===== config.mk =====
export PLATFORM = sky130hd
export DESIGN_NAME = tap_frame_serializer
export DESIGN_NICKNAME = d
export VERILOG_FILES = /design/src/rtl/tap_frame_serializer.sv
export SDC_FILE = /design/constraint.sdc
export NUM_CORES = 1
export LEC_CHECK = 0
export ABC_AREA = 1
export CAP_MARGIN = 20
export CORE_ASPECT_RATIO = 1.4
export CORE_MARGIN = 1.5
export CORE_UTILIZATION = 30
export DETAILED_ROUTE_END_ITERATION = 10
export GPL_ROUTABILITY_DRIVEN = 0
export PLACE_DENSITY_LB_ADDON = 0.08
export SLEW_MARGIN = 25
export SYNTH_ARGS = -nofsm -noshare
export SYNTH_HDL_FRONTEND = slang
export SYNTH_SLANG_ARGS = --single-unit

===== constraint.sdc =====
create_clock -name clk -period 2.86 [get_ports clk]
set_input_delay 0.286 -clock clk [delete_from_list [all_inputs] [get_ports clk]]
set_output_delay 0.286 -clock clk [all_outputs]
set_load 0.005 [all_outputs]

===== src/rtl/tap_frame_serializer.sv =====
// tap_frame_serializer
// Periodically captures all taps of the counter pipeline as one frame into a
// small frame FIFO, then streams each frame out one tap per byte over a
// valid/ready interface for the trace/log path.
//
// Optional feature: define TAP_CHECK_EN to build the tap-relation checker
// (tap[k] == tap[k-1] - 1 mod 2^DATA_W). Without it tap_err is tied low.
//
// Ports
//   clk          in   clock, all logic on rising edge
//   rst          in   asynchronous reset, active high
//   tap_in       in   NUM_TAPS*DATA_W, tap k at [k*DATA_W +: DATA_W]
//   sample_en    in   enables the sample divider
//   out_data     out  current byte (tap value)
//   out_tap_idx  out  tap index of out_data
//   out_valid    out  byte valid
//   out_ready    in   sink accepts byte
//   out_last     out  byte is the last tap of its frame
//   overflow     out  sticky: a frame was dropped because the FIFO was full
//   tap_err      out  sticky: tap relation violated (TAP_CHECK_EN only)

module tap_frame_serializer #(
    parameter int DATA_W     = 8,
    parameter int NUM_TAPS   = 3,
    parameter int DEPTH      = 4,
    parameter int SAMPLE_DIV = 16
) (
    input  logic                       clk,
    input  logic                       rst,
    input  logic [NUM_TAPS*DATA_W-1:0] tap_in,
    input  logic                       sample_en,
    output logic [DATA_W-1:0]          out_data,
    output logic [$clog2(NUM_TAPS)-1:0] out_tap_idx,
    output logic                       out_valid,
    input  logic                       out_ready,
    output logic                       out_last,
    output logic                       overflow,
    output logic                       tap_err
);

    localparam int FRAME_W = NUM_TAPS * DATA_W;
    localparam int IDX_W   = $clog2(NUM_TAPS);
    localparam int PTR_W   = $clog2(DEPTH);
    localparam int CNT_W   = PTR_W + 1;
    localparam int DIV_W   = (SAMPLE_DIV > 1) ? $clog2(SAMPLE_DIV) : 1;

    localparam logic [DIV_W-1:0] DIV_MAX  = DIV_W'(SAMPLE_DIV - 1);
    localparam logic [IDX_W-1:0] IDX_LAST = IDX_W'(NUM_TAPS - 1);
    localparam logic [CNT_W-1:0] CNT_FULL = CNT_W'(DEPTH);
    localparam logic [CNT_W-1:0] CNT_ONE  = CNT_W'(1);

    typedef enum logic {
        S_IDLE,
        S_SEND
    } state_t;

    // ------------------------------------------------------------------
    // Sample divider
    // ------------------------------------------------------------------
    logic [DIV_W-1:0] div_q, div_d;
    logic             strobe;

    always_comb begin
        div_d  = div_q;
        strobe = 1'b0;
        if (sample_en) begin
            if (div_q == DIV_MAX) begin
                strobe = 1'b1;
                div_d  = '0;
            end else begin
                div_d = div_q + DIV_W'(1);
            end
        end
    end

    // ------------------------------------------------------------------
    // Frame FIFO
    // ------------------------------------------------------------------
    logic [FRAME_W-1:0] mem_q [DEPTH];
    logic [PTR_W-1:0]   wr_ptr_q, wr_ptr_d;
    logic [PTR_W-1:0]   rd_ptr_q, rd_ptr_d;
    logic [CNT_W-1:0]   cnt_q, cnt_d;
    logic               ovf_q, ovf_d;

    logic               full;
    logic               empty;
    logic               hs;
    logic               pop;
    logic               push;
    logic [FRAME_W-1:0] head;
    logic [FRAME_W-1:0] next_head;

    logic               valid_q, valid_d;
    logic               last_q, last_d;
    logic [DATA_W-1:0]  data_q, data_d;
    logic [IDX_W-1:0]   idx_q, idx_d;
    state_t             state_q, state_d;

    assign full  = (cnt_q == CNT_FULL);
    assign empty = (cnt_q == '0);
    assign hs    = valid_q & out_ready;
    assign pop   = hs & last_q;
    // A pop on the same edge frees the slot the new frame needs.
    assign push  = strobe & (~full | pop);

    assign head      = mem_q[rd_ptr_q];
    assign next_head = mem_q[rd_ptr_q + PTR_W'(1)];

    always_comb begin
        wr_ptr_d = wr_ptr_q;
        rd_ptr_d = rd_ptr_q;
        cnt_d    = cnt_q;
        ovf_d    = ovf_q | (strobe & full & ~pop);
        if (push) begin
            wr_ptr_d = wr_ptr_q + PTR_W'(1);
        end
        if (pop) begin
            rd_ptr_d = rd_ptr_q + PTR_W'(1);
        end
        unique case ({push, pop})
            2'b10:   cnt_d = cnt_q + CNT_ONE;
            2'b01:   cnt_d = cnt_q - CNT_ONE;
            default: cnt_d = cnt_q;
        endcase
    end

    // Frame storage carries no reset; occupancy is tracked by cnt_q.
    always_ff @(posedge clk) begin
        if (push) begin
            mem_q[wr_ptr_q] <= tap_in;
        end
    end

    function automatic logic [DATA_W-1:0] tap_sel(
        input logic [FRAME_W-1:0] f,
        input logic [IDX_W-1:0]   i
    );
        logic [DATA_W-1:0] r;
        r = '0;
        for (int k = 0; k < NUM_TAPS; k++) begin
            if (i == IDX_W'(k)) begin
                r = f[k*DATA_W +: DATA_W];
            end
        end
        return r;
    endfunction

    // ------------------------------------------------------------------
    // Serializer FSM (registered outputs)
    // ------------------------------------------------------------------
    always_comb begin
        state_d = state_q;
        valid_d = valid_q;
        data_d  = data_q;
        idx_d   = idx_q;
        last_d  = last_q;
        unique case (state_q)
            S_IDLE: begin
                if (!empty) begin
                    state_d = S_SEND;
                    valid_d = 1'b1;
                    data_d  = tap_sel(head, '0);
                    idx_d   = '0;
                    last_d  = 1'b0;
                end
            end
            S_SEND: begin
                if (hs) begin
                    if (last_q) begin
                        idx_d  = '0;
                        last_d = 1'b0;
                        // Another stored frame follows without a bubble.
                        if (cnt_q > CNT_ONE) begin
                            data_d = tap_sel(next_head, '0);
                        end else begin
                            state_d = S_IDLE;
                            valid_d = 1'b0;
                            data_d  = '0;
                        end
                    end else begin
                        idx_d  = idx_q + IDX_W'(1);
                        data_d = tap_sel(head, idx_q + IDX_W'(1));
                        last_d = ((idx_q + IDX_W'(1)) == IDX_LAST);
                    end
                end
            end
            default: state_d = S_IDLE;
        endcase
    end

    always_ff @(posedge clk or posedge rst) begin
        if (rst) begin
            div_q    <= '0;
            wr_ptr_q <= '0;
            rd_ptr_q <= '0;
            cnt_q    <= '0;
            ovf_q    <= 1'b0;
            state_q  <= S_IDLE;
            valid_q  <= 1'b0;
            data_q   <= '0;
            idx_q    <= '0;
            last_q   <= 1'b0;
        end else begin
            div_q    <= div_d;
            wr_ptr_q <= wr_ptr_d;
            rd_ptr_q <= rd_ptr_d;
            cnt_q    <= cnt_d;
            ovf_q    <= ovf_d;
            state_q  <= state_d;
            valid_q  <= valid_d;
            data_q   <= data_d;
            idx_q    <= idx_d;
            last_q   <= last_d;
        end
    end

    assign out_valid   = valid_q;
    assign out_data    = data_q;
    assign out_tap_idx = idx_q;
    assign out_last    = last_q;
    assign overflow    = ovf_q;

    // ------------------------------------------------------------------
    // Optional tap-relation checker
    // ------------------------------------------------------------------
`ifdef TAP_CHECK_EN
    logic armed_q, armed_d;
    logic err_q, err_d;
    logic consistent;

    always_comb begin
        consistent = 1'b1;
        for (int k = 1; k < NUM_TAPS; k++) begin
            if (tap_in[k*DATA_W +: DATA_W] !=
                (tap_in[(k-1)*DATA_W +: DATA_W] - DATA_W'(1))) begin
                consistent = 1'b0;
            end
        end
    end

    // Every sampled frame is checked, including ones the FIFO drops.
    always_comb begin
        armed_d = armed_q | (strobe & consistent);
        err_d   = err_q | (strobe & armed_q & ~consistent);
    end

    always_ff @(posedge clk or posedge rst) begin
        if (rst) begin
            armed_q <= 1'b0;
            err_q   <= 1'b0;
        end else begin
            armed_q <= armed_d;
            err_q   <= err_d;
        end
    end

    assign tap_err = err_q;
`else
    assign tap_err = 1'b0;
`endif

endmodule


# --- After elaboration in Yosys (flattened, before gate mapping) ---
# Memories as Yosys holds them, arrays and structs flattened.
# Index checks and enable logic that the tools add are counted.
word_totals:
  ram_bits: 96
  mem_count: 1
  regBits: 25
  inputBits: 28
op_classes:
  order_cmp: 1
  n_bitwise: 10
  add_sub_neg: 6
  n_eq_ne: 10
  muxes: 32
  reduce_logical: 5
mem_list:
  columns: ["name", "depth", "word_bits", "rd", "rd_clocked_by_memory_dff", "write_ports", "line", "rtl"]
  rows:
  - ["mem_q", 4, 24, 2, 0, 1, "79", "logic [FRAME_W-1:0] mem_q [DEPTH];"]
op_table:
  columns: ["operator", "count"]
  rows:
  - ["8-bit 2-to-1 mux", 7]
  - ["8-bit one-hot mux with 2 select lines", 1]
  - ["1-bit 2-to-1 mux", 15]
  - ["2-bit inequality test, second input constant", 4]
  - ["2-bit by 1-bit adder with 2-bit output, second input constant", 3]
  - ["2-bit 2-to-1 mux", 3]
  - ["1-bit one-hot mux with 2 select lines", 3]
  - ["3-bit one-hot mux with 2 select lines", 1]
  - ["1-bit bitwise AND", 5]
  - ["4-bit by 1-bit adder with 4-bit output, second input constant", 1]
  - ["2-bit by 1-bit == test with 1-bit output, second input constant", 2]
  - ["2-bit == test, second input constant", 2]
  - ["4-bit == test, second input constant", 1]
  - ["4-bit 2-to-1 mux", 1]
  - ["2-bit one-hot mux with 2 select lines", 1]
  - ["4-bit AND reduction", 1]
  - ["3-bit by 1-bit adder with 3-bit output, second input constant", 1]
  - ["3-bit == test, second input constant", 1]
  - ["3-bit by 1-bit > comparator with 1-bit output, second input constant", 1]
  - ["3-bit zero test", 1]
  - ["1-bit inverter", 3]
  - ["3-bit by 1-bit subtractor with 3-bit output, second input constant", 1]
  - ["2-bit zero test", 1]
  - ["1-bit OR", 2]
  - ["other kinds (2)", 2]

# --- Logic depth before layout (Yosys ltp) ---
# Gate-level depths: netlist of the first run.
logic_depth:
  depth_word: 8
  mapped_depth: 12
  ltp_nobuf: 10

# --- Worst setup path before layout of the first run ---
# Ideal clock, no wire load.
synth_timing:
  path_type: "reg-to-reg"
  startpoint: "register div_q[0]"
  endpoint: "memory mem_q[0][0] (netlist name), enable pin"
  required_time_ns: 2.455
  stages_incl_launch_ff: 6
  arrival_ns: 1.984
  period_less_slack_ns: 2.388
  setup_slack_ns: 0.472
  cell_sequence: "dfrtp_1 -> ha_1 -> nand3_1 -> nor2_2 -> nand2_1 -> nor2_1"
synth_between:
  elab_chain_cells: 6
synth_rtl:
  columns: ["item", "line", "rtl"]
  rows:
  - ["start: declaration", "60", "logic [DIV_W-1:0] div_q, div_d;"]
  - ["start signal: assignment", "204", "div_q <= div_d;"]
  - ["4-bit == test", "67", "if (div_q == DIV_MAX) begin"]
  - ["1-bit 2-to-1 mux", "67", null]
  - ["1-bit 2-to-1 mux", "66", "if (sample_en) begin"]
  - ["1-bit bitwise AND", "104", "assign push = strobe & (~full | pop);"]
  - ["1-bit 2-to-1 mux", "129", "if (push) begin"]
  - ["1-bit 2-to-1 mux (implied by the code)", "130", "mem_q[wr_ptr_q] <= tap_in;"]
  - ["end: declaration", "79", null]
# No other way between the ends.

# --- Worst setup path after layout of the first run ---
layout_timing:
  startpoint: "register idx_q[1] (netlist: out_tap_idx[1])"
  endpoint: "register data_q[4] (netlist: out_data[4])"
layout_between:
  elab_chain_cells: 8
layout_rtl:
  columns: ["item", "line", "rtl"]
  rows:
  - ["start: declaration", "96", "logic [IDX_W-1:0] idx_q, idx_d;"]
  - ["start signal: assignment", "212", "idx_q <= idx_d;"]
  - ["2-bit by 1-bit adder with 2-bit output *", "182", "data_d = tap_sel(head, idx_q + IDX_W'(1));"]
  - ["2-bit zero test", "141", "if (i == IDX_W'(k)) begin"]
  - ["8-bit 2-to-1 mux (2 in series)", "141", null]
  - ["8-bit 2-to-1 mux *", "141", null]
  - ["8-bit 2-to-1 mux *", "169", "if (last_q) begin"]
  - ["8-bit 2-to-1 mux *", "168", "if (hs) begin"]
  - ["8-bit one-hot mux with 2 select lines *", "157", "unique case (state_q)"]
  - ["end signal: assignment", "211", "data_q <= data_d;"]
  - ["end: declaration", "95", "logic [DATA_W-1:0] data_q, data_d;"]
# Mark *: on every way between the ends. The rest lies on a longest branch, timed or not. The select of a mux whose other input is x is not followed.
# A chain may end at the register's enable or synchronous reset.

==> key figures, run 1 <==
Detailed routing
  • Vias: between 4,000 and 5,000
  • Via density: approximately 4.5
  • # DRC: 0
  • Average wire per standard cell: roughly 15 microns
  • DR pass1 iterations: 4
  • DRT iter0 DRCs: 225
  • Post-Route WL: 14,020 microns
  • DRT antenna net count: 0

Layout
  • Area grow syn2layout: 22.69%
  • Share of cells above drive strength 1: 7.761%
  • Diodes inserted: 0
  • Nets: 698
  • Final core occ: around 38%

Timing
  • Final Setup Violations: 0
  • Clk_skew: 0.01167 ns
  • Fin crit share: approximately two thirds
  • Setup TNS: 0 ns
  • RSZ-0062 raised after global routing: no
  • Min Tclk post-route: around 1.9 ns
  • Final max-slew violation count: 0
  • Slew @ Worst Pin: 0.6965 ns
  • Final Hold Fails: 0
  • Maximum clock rate: 515.4 MHz
  • Slew headroom: a little over half

Clock tree
  • Max Root-Sink Buffers: 2
  • Clock sink count: roughly 120
  • Post-CTS setup buffers: 0
  • Clk slew on worst S/H paths: 0.06 ns
  • Clock latency on the worst-skew pair: 0.42 ns
  • CTS tree: yes
  • Hold buffer count at cts: 0
  • H-tree depth: 4
  • CTS root buffer: clkbuf_16
  • Resized cells post-CTS: 0
  • Num CTS Buffers: 17

Synth
  • Synth Flop Type: edfxtp_1
  • Post-synth ARST share: 20.66%
  • Mapped Nets: around 660
  • Post-synthesis cell count: approximately 600
  • Synth area leader: edfxtp_1
  • Yosys reg bits: roughly 120
  • Top cells by area, synth: edfxtp_1 (50%), nand2_1 (14%), dfrtp_1 (11%)
  • Synth warn: 0
  • Post-synth EDFFs: 96
  • Post-synth top area share: 50.03%
  • Cell Area, Synth: around 5800 sq um
  • Synth cell count leaders: nand2_1 (221), edfxtp_1 (96), nand3_1 (90)
  • Sequential share of the synthesized area: 60.89%
  • Most numerous cell in the Yosys netlist: nand2_1
  • Avg Inst Size Synth: roughly 9.4 sq um
  • Library cells used by synthesis: 26

Critical path
  • Reg-to-reg slack, setup: between 0.9 and 1 ns
  • Critical Path RT: 3.22 ns
  • R2R cell count: 8
  • CP Class: reg -> reg
  • Critical path endpoint category: flip-flop
  • Crit path DAT: around 2.3 ns
  • Max FO, Critical Path: 9
  • Crit start category: flip-flop

Global routing
  • Tot GR Track Use: about 15%
  • First-pass GRT wire length: 22,250 microns
  • Remaining Overflow, GRT: 0
  • Pin count of the biggest net entering global routing: 56
  • Initial antenna violation count: 0
  • Vias in the first global route: about 4,000

Die
  • Rows: between 50 and 60
  • Chip Width: 120.1 microns
  • Starting Density: a little under a third
  • I/O Pins: 42
  • Die extent in y: approximately 170 microns
  • Core area: roughly 19,000 sq um
  • Die area: 20,060 sq um

Pwr
  • VDD IR max: roughly 0.38 mV
  • Pwr Density: 668.4 nW/um^2
  • Leakage: between 3 and 4 nW

Min path
  • Hold WC Path Type: in -> async

Placement
  • Buffers on Ports: 40
  • Post-DP HPWL: just over 9000 microns

Job
  • Reported max-cap violation count: 0

Status
  • Outcome: completed
[power by group]
group | total, mW | switching, mW | internal [mW]
Sequential | 2.04 | 0.0530 | 1.99
Combinational | 0.343 | 0.203 | 0.141
Clock | 2.34 | 0.791 | 1.55
[sequential cells by signal, summed over array words and instances, names as in the netlist]
register,count
out_data,8
mem_q,96
out_last,1
div_q,4
out_valid,1
cnt_q,3
state_q,1
rd_ptr_q,2
out_tap_idx,2
wr_ptr_q,2
overflow,1
[area by class of cell]
cell class                 count  area, sq um
clock buffer                  18        429.2
timing repair buffer          48        510.5
inverter                      87        329.1
clock inverter                13        219.0
tap                          244        305.3
multi-input combinational    383         1767
fill                        1857        11610
sequential                   121         3510
[logic make-up (layout without fill, tap and decap cells)]
group,Yosys count,count (layout),synth area share (%)
xor gates and xnor gates,5,5,0.7600
buffers and inverters,111,166,8.621
AOI/OAI and AO/OA,34,34,3.019
DFF,121,121,60.89
and+or+nand+nor,331,331,24.04
adders and majority gates,12,12,2.606
other,1,1,0.06508
[layer usage]
layer | up-vias | wire [microns] | GRT usage, %
met3 | 22 | 621 | 2.808
met1 | 1903 | 5921 | 17.84
met4 | 0 | 308 | 6.832
met5 | - | 0 | 0
li1 | 2072 | - | -
met2 | 97 | 7169 | 25.81
[per-stage QoR]
| stage | worst slack [ns] | area, sq um | std cells | hold slack, ns | total power [mW] |
|---|---|---|---|---|---|
| 2_1_floorplan | 0.4715 | 5762 | 615 | 0.3133 | 2.276 |
| 3_3_place_gp | 0.6483 | 6421 | 883 | 0.4658 | 2.417 |
| 3_5_place_dp | 0.6281 | 6421 | 883 | 0.4623 | 2.426 |
| 4_1_cts | 0.8888 | 7069 | 914 | 0.2339 | 4.789 |
| 5_1_grt | 0.7320 | 7069 | 914 | 0.2684 | 4.915 |
| 6_report | 0.9199 | 7069 | 914 | 0.2303 | 4.725 |
[final timing paths]
| kind | start | end |
|---|---|---|
| setup reg to reg | out_tap_idx[1] | out_data[4] |
| hold reg to reg | overflow | overflow |
| min in group clk | overflow | overflow |
| hold / removal | rst | out_data[4] |
| max in group asynchronous | rst | rd_ptr_q[0] |
| setup / recovery | out_tap_idx[1] | out_data[4] |
[cell usage in the layout, fill, tap and decap left out, types with 2 or more instances in the layout]
cell / n
a21oi_1: 17
buf_12: 4
buf_4: 4
bufinv_16: 5
clkbuf_16: 17
clkdlybuf4s50_1: 40
clkinv_4: 5
dfrtp_1: 24
edfxtp_1: 96
ha_1: 12
inv_1: 83
inv_2: 2
inv_6: 2
nand2_1: 221
nand3_1: 90
nor2_1: 8
nor2_2: 7
nor2_4: 2
o21ai_0: 14
xor2_1: 5
[worst max-delay path, cell delays in order, from the launching register on]
cell and delay [ns]:
dfrtp_1 0.42, inv_1 0.11, ha_1 0.48, clkinv_1 0.42, nand3_1 0.19, nand2_1 0.06, nand2_1 0.06, nand2_1 0.08
nand2_1 0.06
No activity file was read; power rests on OpenSTA's default activity.
==> run 2, diff against run 1 <==
==> constraint.sdc (replaced) <==
create_clock -name clk -period 1.93 [get_ports clk]
set_input_delay 0.193 -clock clk [delete_from_list [all_inputs] [get_ports clk]]
set_output_delay 0.193 -clock clk [all_outputs]
set_load 0.005 [all_outputs]
==> run 2 against run 1 <==
Effect of this change: total power up 42%; sequential power rose by 48%; sequential cell count is the same; cell area grew 2.0%; combinational power rose by 57%; worst setup slack got worse by 0.77 ns.
==> key figures, run 2 (synthesized netlist as in run 1, its figures left out) <==
Clock tree
  • Max Root-Sink Buffers: 2
  • Clock sink count: between 100 and 150
  • Num CTS Buffers: 17
  • Hold buffer count at cts: 0
  • Clk slew on worst S/H paths: roughly 0.05 ns
  • CTS root buffer: clkbuf_16
  • CTS tree: yes
  • Clock latency on the worst-skew pair: about 0.42 ns
  • Resized cells post-CTS: 0
  • H-tree depth: 4
  • Post-CTS setup buffers: 0

Pwr
  • Leakage: 3.168 nW
  • Cell internal pwr: approximately 5.2 mW
  • Pwr Density: around 930 nW/um^2
  • Switching Share: between 20% and 30%
  • Reg power frac: a little under half
  • Clock power frac: between 40% and 50%
  • Combinational share of power: under 10%
  • Sw Pwr: around 1.5 mW
  • VDD IR max: about 0.52 mV

Die
  • Core area: between 15,000 and 20,000 sq um
  • Starting Density: a little under a third
  • Die extent in y: 167.0 microns
  • I/O Pins: 42
  • Die area: 20,060 sq um
  • Rows: around 60
  • Chip Width: ~120 microns

Placement
  • Placed inst area: between 6000 and 7000 sq um
  • Post-DP HPWL: 10,500 microns
  • DP Worst Slack: -0.04693 ns
  • Buffers on Ports: 40

Detailed routing
  • # DRC: 0
  • Average wire per standard cell: ~16 microns
  • Vias: around 4,200
  • DR pass1 iterations: 4
  • Post-Route WL: around 15,000 microns
  • DRT iter0 DRCs: 220
  • DRT antenna net count: 0
  • Via density: between 4 and 5

Critical path
  • R2R cell count: 6
  • CP Class: reg -> reg
  • Critical Path RT: 2.04 ns
  • Critical path endpoint category: flip-flop
  • Crit path DAT: about 1.9 ns
  • Crit start category: flip-flop
  • Max FO, Critical Path: 24

Layout
  • Nets: 718
  • Share of cells above drive strength 1: slightly above 10%
  • Max reg flops: 96
  • Top reg by flops: mem_q
  • FILL cells: ~1,900
  • Commonest non-fill, non-tap cells in the layout: nand2_1 (220), edfxtp_1 (96), nand3_1 (90)
  • Area grow syn2layout: 25.10%
  • Design Area, Final: about 7000 sq um
  • Commonest non-fill, non-tap cell in the layout: nand2_1
  • Diodes inserted: 0

Timing
  • Slew headroom: 59.92%
  • Final Setup Violations: 0
  • Setup TNS: 0 ns
  • Maximum clock rate: between 500 and 600 MHz
  • RSZ-0062 raised after global routing: no
  • Worst Slack Setup Final: around 0.15 ns
  • Final max-slew violation count: 0
  • Worst Hold Margin: 0.1513 ns
  • Final Hold Fails: 0
  • Min Tclk post-route: roughly 1.8 ns
  • Clk_skew: 0.007475 ns
  • Slew @ Worst Pin: 0.6006 ns
  • Fin crit share: between 90% and 100%

Global routing
  • Pin count of the biggest net entering global routing: 42
  • Initial antenna violation count: 0
  • Remaining Overflow, GRT: 0
  • Vias in the first global route: roughly 4,400
  • First-pass GRT wire length: approximately 23,000 microns
  • Tot GR Track Use: about 16%

Min path
  • Hold WC Path Type: in -> async

Job
  • Reported max-cap violation count: 0

Status
  • Outcome: completed
[run 2: power groups by stage]
stage	combinational, mW	sequential [mW]	clock, mW
finish	0.538	3.02	3.13
global route	0.628	3.04	3.34
CTS	0.547	3.02	3.23
detailed placement	0.540	3.08	0
global placement	0.530	3.07	0
floorplan	0.326	3.05	0
[run 2: critical path, cell delays in order, from the launching register on]
cell     delay [ns]
dfrtp_1        0.41
inv_1          0.10
ha_1           0.23
nand3_1        0.15
nand2_2        0.17
nor2_2         0.17
buf_12         0.21
[run 2: stage by stage]
stage | std cells | utilization [%] | power (mW)
finish | 935 | 38.59 | 6.694
floorplan | 615 | - | 3.381
CTS | 935 | 38.53 | 6.797
global route | 935 | 38.59 | 7.006
detailed placement | 903 | 35.39 | 3.616
global placement | 903 | 35.39 | 3.598
[run 2: final cells by class]
cell class | count | area, sq um | share of cell area (%)
inverter | 87 | 329.1 | 4.565
clock buffer | 19 | 432.9 | 6.006
clock inverter | 13 | 153.9 | 2.135
timing repair buffer | 68 | 698.2 | 9.686
sequential | 121 | 3510 | 48.69
tap | 244 | 305.3 | 4.235
multi-input combinational | 383 | 1779 | 24.68
[run 2: path summary, 6_finish.rpt]
kind                        startpoint  slack, ns      endpoint
max                           cnt_q[0]       0.15   mem_q[1][4]
min in group clk            tap_in[23]       0.41  mem_q[3][23]
max reg2reg                   cnt_q[0]       0.15   mem_q[1][4]
min reg2reg                out_data[3]       0.48   out_data[3]
max in group asynchronous          rst       1.24      out_last
min                                rst       0.15   out_data[6]
[run 2: routing by layer]
| layer | vias up | share of wire, % | routed length (microns) | track usage, % |
|---|---|---|---|---|
| met1 | 1978 | 41 | 6054 | 18.07 |
| met4 | 0 | 3.3 | 495 | 7.402 |
| met2 | 93 | 51 | 7583 | 27.25 |
| met3 | 35 | 4.4 | 656 | 3.767 |
| li1 | 2104 | - | - | - |
| met5 | - | 0 | 0 | 0 |
==> run 3, diff against run 2 <==
--- a/config.mk
+++ b/config.mk
@@ -5,7 +5,6 @@
 export SDC_FILE = /design/constraint.sdc
 export NUM_CORES = 1
 export LEC_CHECK = 0
-export ABC_AREA = 1
 export CAP_MARGIN = 20
 export CORE_ASPECT_RATIO = 1.4
 export CORE_MARGIN = 1.5
==> run 3 against run 2 <==
Effect of this change: cell count is 28% lower; worst hold slack got worse by 0.049 ns; sequential power rose by 13%; critical path depth fell by 2; register-to-register slack worse by 0.04 ns; synthesized cell count decreased by 43%; via count fell by 23%; count of clock-buffer cells in the layout fell by 2; worst setup slack worse by 0.041 ns; area after synthesis fell by 7.0%; routed wire length fell by 15%; total power grew 45%; highest routed layer unchanged.
==> key figures, run 3 <==
Status
  • Outcome: completed

Die
  • Rows: 57
  • Die extent in y: ~160 microns
  • Starting Density: between 30% and 40%
  • Chip Width: roughly 120 microns
  • Core area: 17,400 sq um
  • I/O Pins: between 40 and 50
  • Die area: about 19,000 sq um

Timing
  • Final Setup Violations: 0
  • Worst Slack Setup Final: 0.1126 ns
  • Worst Hold Margin: 0.1021 ns
  • Fin crit share: approximately 94%
  • Maximum clock rate: around 550 MHz
  • Clk_skew: roughly 0.013 ns
  • Min Tclk post-route: 1.817 ns
  • Final max-slew violation count: 0
  • Final Hold Fails: 0

Clock tree
  • CTS root buffer: clkbuf_16
  • Clock sink count: approximately 120
  • Num CTS Buffers: 17
  • Max Root-Sink Buffers: 2
  • H-tree depth: 4
  • CTS tree: yes
  • Clk slew on worst S/H paths: 0.06 ns
  • Clock latency on the worst-skew pair: between 0.4 and 0.5 ns

Synth
  • Synth warn: 0
  • Mapped Nets: between 300 and 400
  • Most numerous cell in the Yosys netlist: edfxtp_1
  • Synth cell count leaders: edfxtp_1 (96), mux2i_1 (46), dfrtp_1 (25)
  • Post-synth top area share: ~54%
  • Post-synth ARST share: between 20% and 30%
  • Synth area leader: edfxtp_1
  • Post-synth EDFFs: 96
  • Sequential share of the synthesized area: around 65%
  • Post-synthesis cell count: about 350
  • Cell Area, Synth: roughly 5400 sq um
  • Avg Inst Size Synth: approximately 15 sq um
  • Synth Flop Type: edfxtp_1
  • Library cells used by synthesis: 46
  • Top cells by area, synth: edfxtp_1 (54%), dfrtp_1 (12%), mux2i_1 (8.6%)
  • Yosys reg bits: around 120

Placement
  • DP Worst Slack: -0.01676 ns
  • Placed inst area: 6279 sq um
  • Buffers on Ports: 40
  • Post-DP HPWL: around 8500 microns

Detailed routing
  • Met1 Routed Length: 5445 microns
  • Routed wl met2: about 6600 microns
  • Average wire per standard cell: between 15 and 20 microns
  • DR top layer: met4
  • Vias: about 3,200
  • DRT antenna net count: 0
  • Post-Route WL: 12,580 microns
  • DRT iter0 DRCs: roughly 210
  • # DRC: 0
  • Via density: approximately 4.8
  • DR WL met3: about 340 microns
  • DR pass1 iterations: 4

Global routing
  • Vias in the first global route: 3,312
  • Remaining Overflow, GRT: 0
  • Tot GR Track Use: around 14%
  • First-pass GRT wire length: approximately 19,000 microns
  • Initial antenna violation count: 0
  • Pin count of the biggest net entering global routing: 25

Pwr
  • Pwr Density: roughly 1400 nW/um^2
  • VDD IR max: between 0.7 and 0.8 mV
  • Leakage: about 2.5 nW

Critical path
  • CP Class: reg -> reg
  • Critical path endpoint category: flip-flop
  • Slowest stage cell, crit path: mux4_1
  • Critical Path RT: roughly 2.2 ns
  • Slowest cell delay on critical path: between 0.6 and 0.7 ns
  • Delay-heaviest family, CP: multiplexers
  • Critical path buffers and inverters: 0
  • Max FO, Critical Path: 11
  • Crit start category: flip-flop
  • Crit path DAT: around 2.1 ns
  • Critical-path cell list: mux4_1, a31o_2, a32oi_1, o21ai_0

Layout
  • Final core occ: between 30% and 40%
  • Area grow syn2layout: 28.27%
  • Design Area, Final: roughly 6900 sq um
  • Commonest non-fill, non-tap cells in the layout: edfxtp_1 (96), mux2i_1 (46), clkdlybuf4s50_1 (40)
  • Top reg by flops: mem_q
  • Commonest non-fill, non-tap cell in the layout: edfxtp_1
  • Share of cells above drive strength 1: between 10% and 20%
  • Diodes inserted: 0
  • Max reg flops: 96
  • Nets: about 470

Min path
  • Hold WC Path Type: in -> async

Job
  • Reported max-cap violation count: 0
## run 3: cell types whose count changed after synthesis, moves of 8 or more
cell      change
mux2i_1      +46
nand3_1      -83
nand2_1     -205
inv_1        -74
a221oi_1      +9
o21ai_0       -8
o221ai_1      +8
## run 3: repair_timing
item | CTS | global route
setup buffers | 0 | 2
hold endpoints to repair | 0 | 0
gates resized for setup | 2 | 2
hold buffers | 0 | 0
endpoints found under the setup margin | 3 | 36
## run 3: where the power goes
part | switching [mW] | internal (mW)
clock network | 1.20 | 1.79
logic | 1.68 | 1.64
registers | 0.301 | 3.11
## run 3: kinds of logic (layout without fill, tap and decap cells)
family	after synthesis	in the layout	synth area share, %
AO/OA/AOI/OAI	71	71	9.970
XOR/XNOR	6	6	0.9806
adder cells (fa/ha/maj)	12	12	2.802
buffers and inverters	29	118	2.802
flip-flops	121	121	65.47
multiplexers	57	57	12.93
other	1	1	0.06998
AND/OR/NAND/NOR	52	52	4.973
## run 3: metrics by stage
step	power [mW]	TNS (ns)	instances
floorplan	5.451	0	349
global placement	6.738	-0.2986	640
detailed placement	6.760	-0.1651	640
CTS	9.799	0	672
global route	10.26	-0.002224	674
finish	9.722	0	674
## run 3: area by class of cell
type | instances | area (sq um)
fillers | 1664 | 10530
flip-flops and latches | 121 | 3512
multi-input cells | 199 | 1719
repair buffers | 76 | 745.7
clock buffers | 17 | 425.4
well taps | 236 | 295.3
clock inverters | 15 | 138.9
inverters | 10 | 37.54
## run 3: routing by layer
metal / track usage [%] / vias up
met5: 0 / -
met4: 5.820 / 0
met3: 3.677 / 15
met2: 24.28 / 57
met1: 17.62 / 1627
li1: - / 1536
## run 3: worst min-delay path: stages
cell and delay [ns]:
clkdlybuf4s50_1 0.39, inv_1 0.07, buf_4 0.21
## run 3: final timing paths
path,start,end,slack [ns],cells past startpoint
worst max-delay path,rd_ptr_q[0],out_data[4],0.11,4
worst min-delay path,rst,wr_ptr_q[1],0.10,3
worst max register to register,rd_ptr_q[0],out_data[4],0.11,4
worst min register to register,overflow,overflow,0.47,1
max in group asynchronous,rst,rd_ptr_q[0],1.61,3
min in group clk,tap_in[16],mem_q[1][16],0.41,1
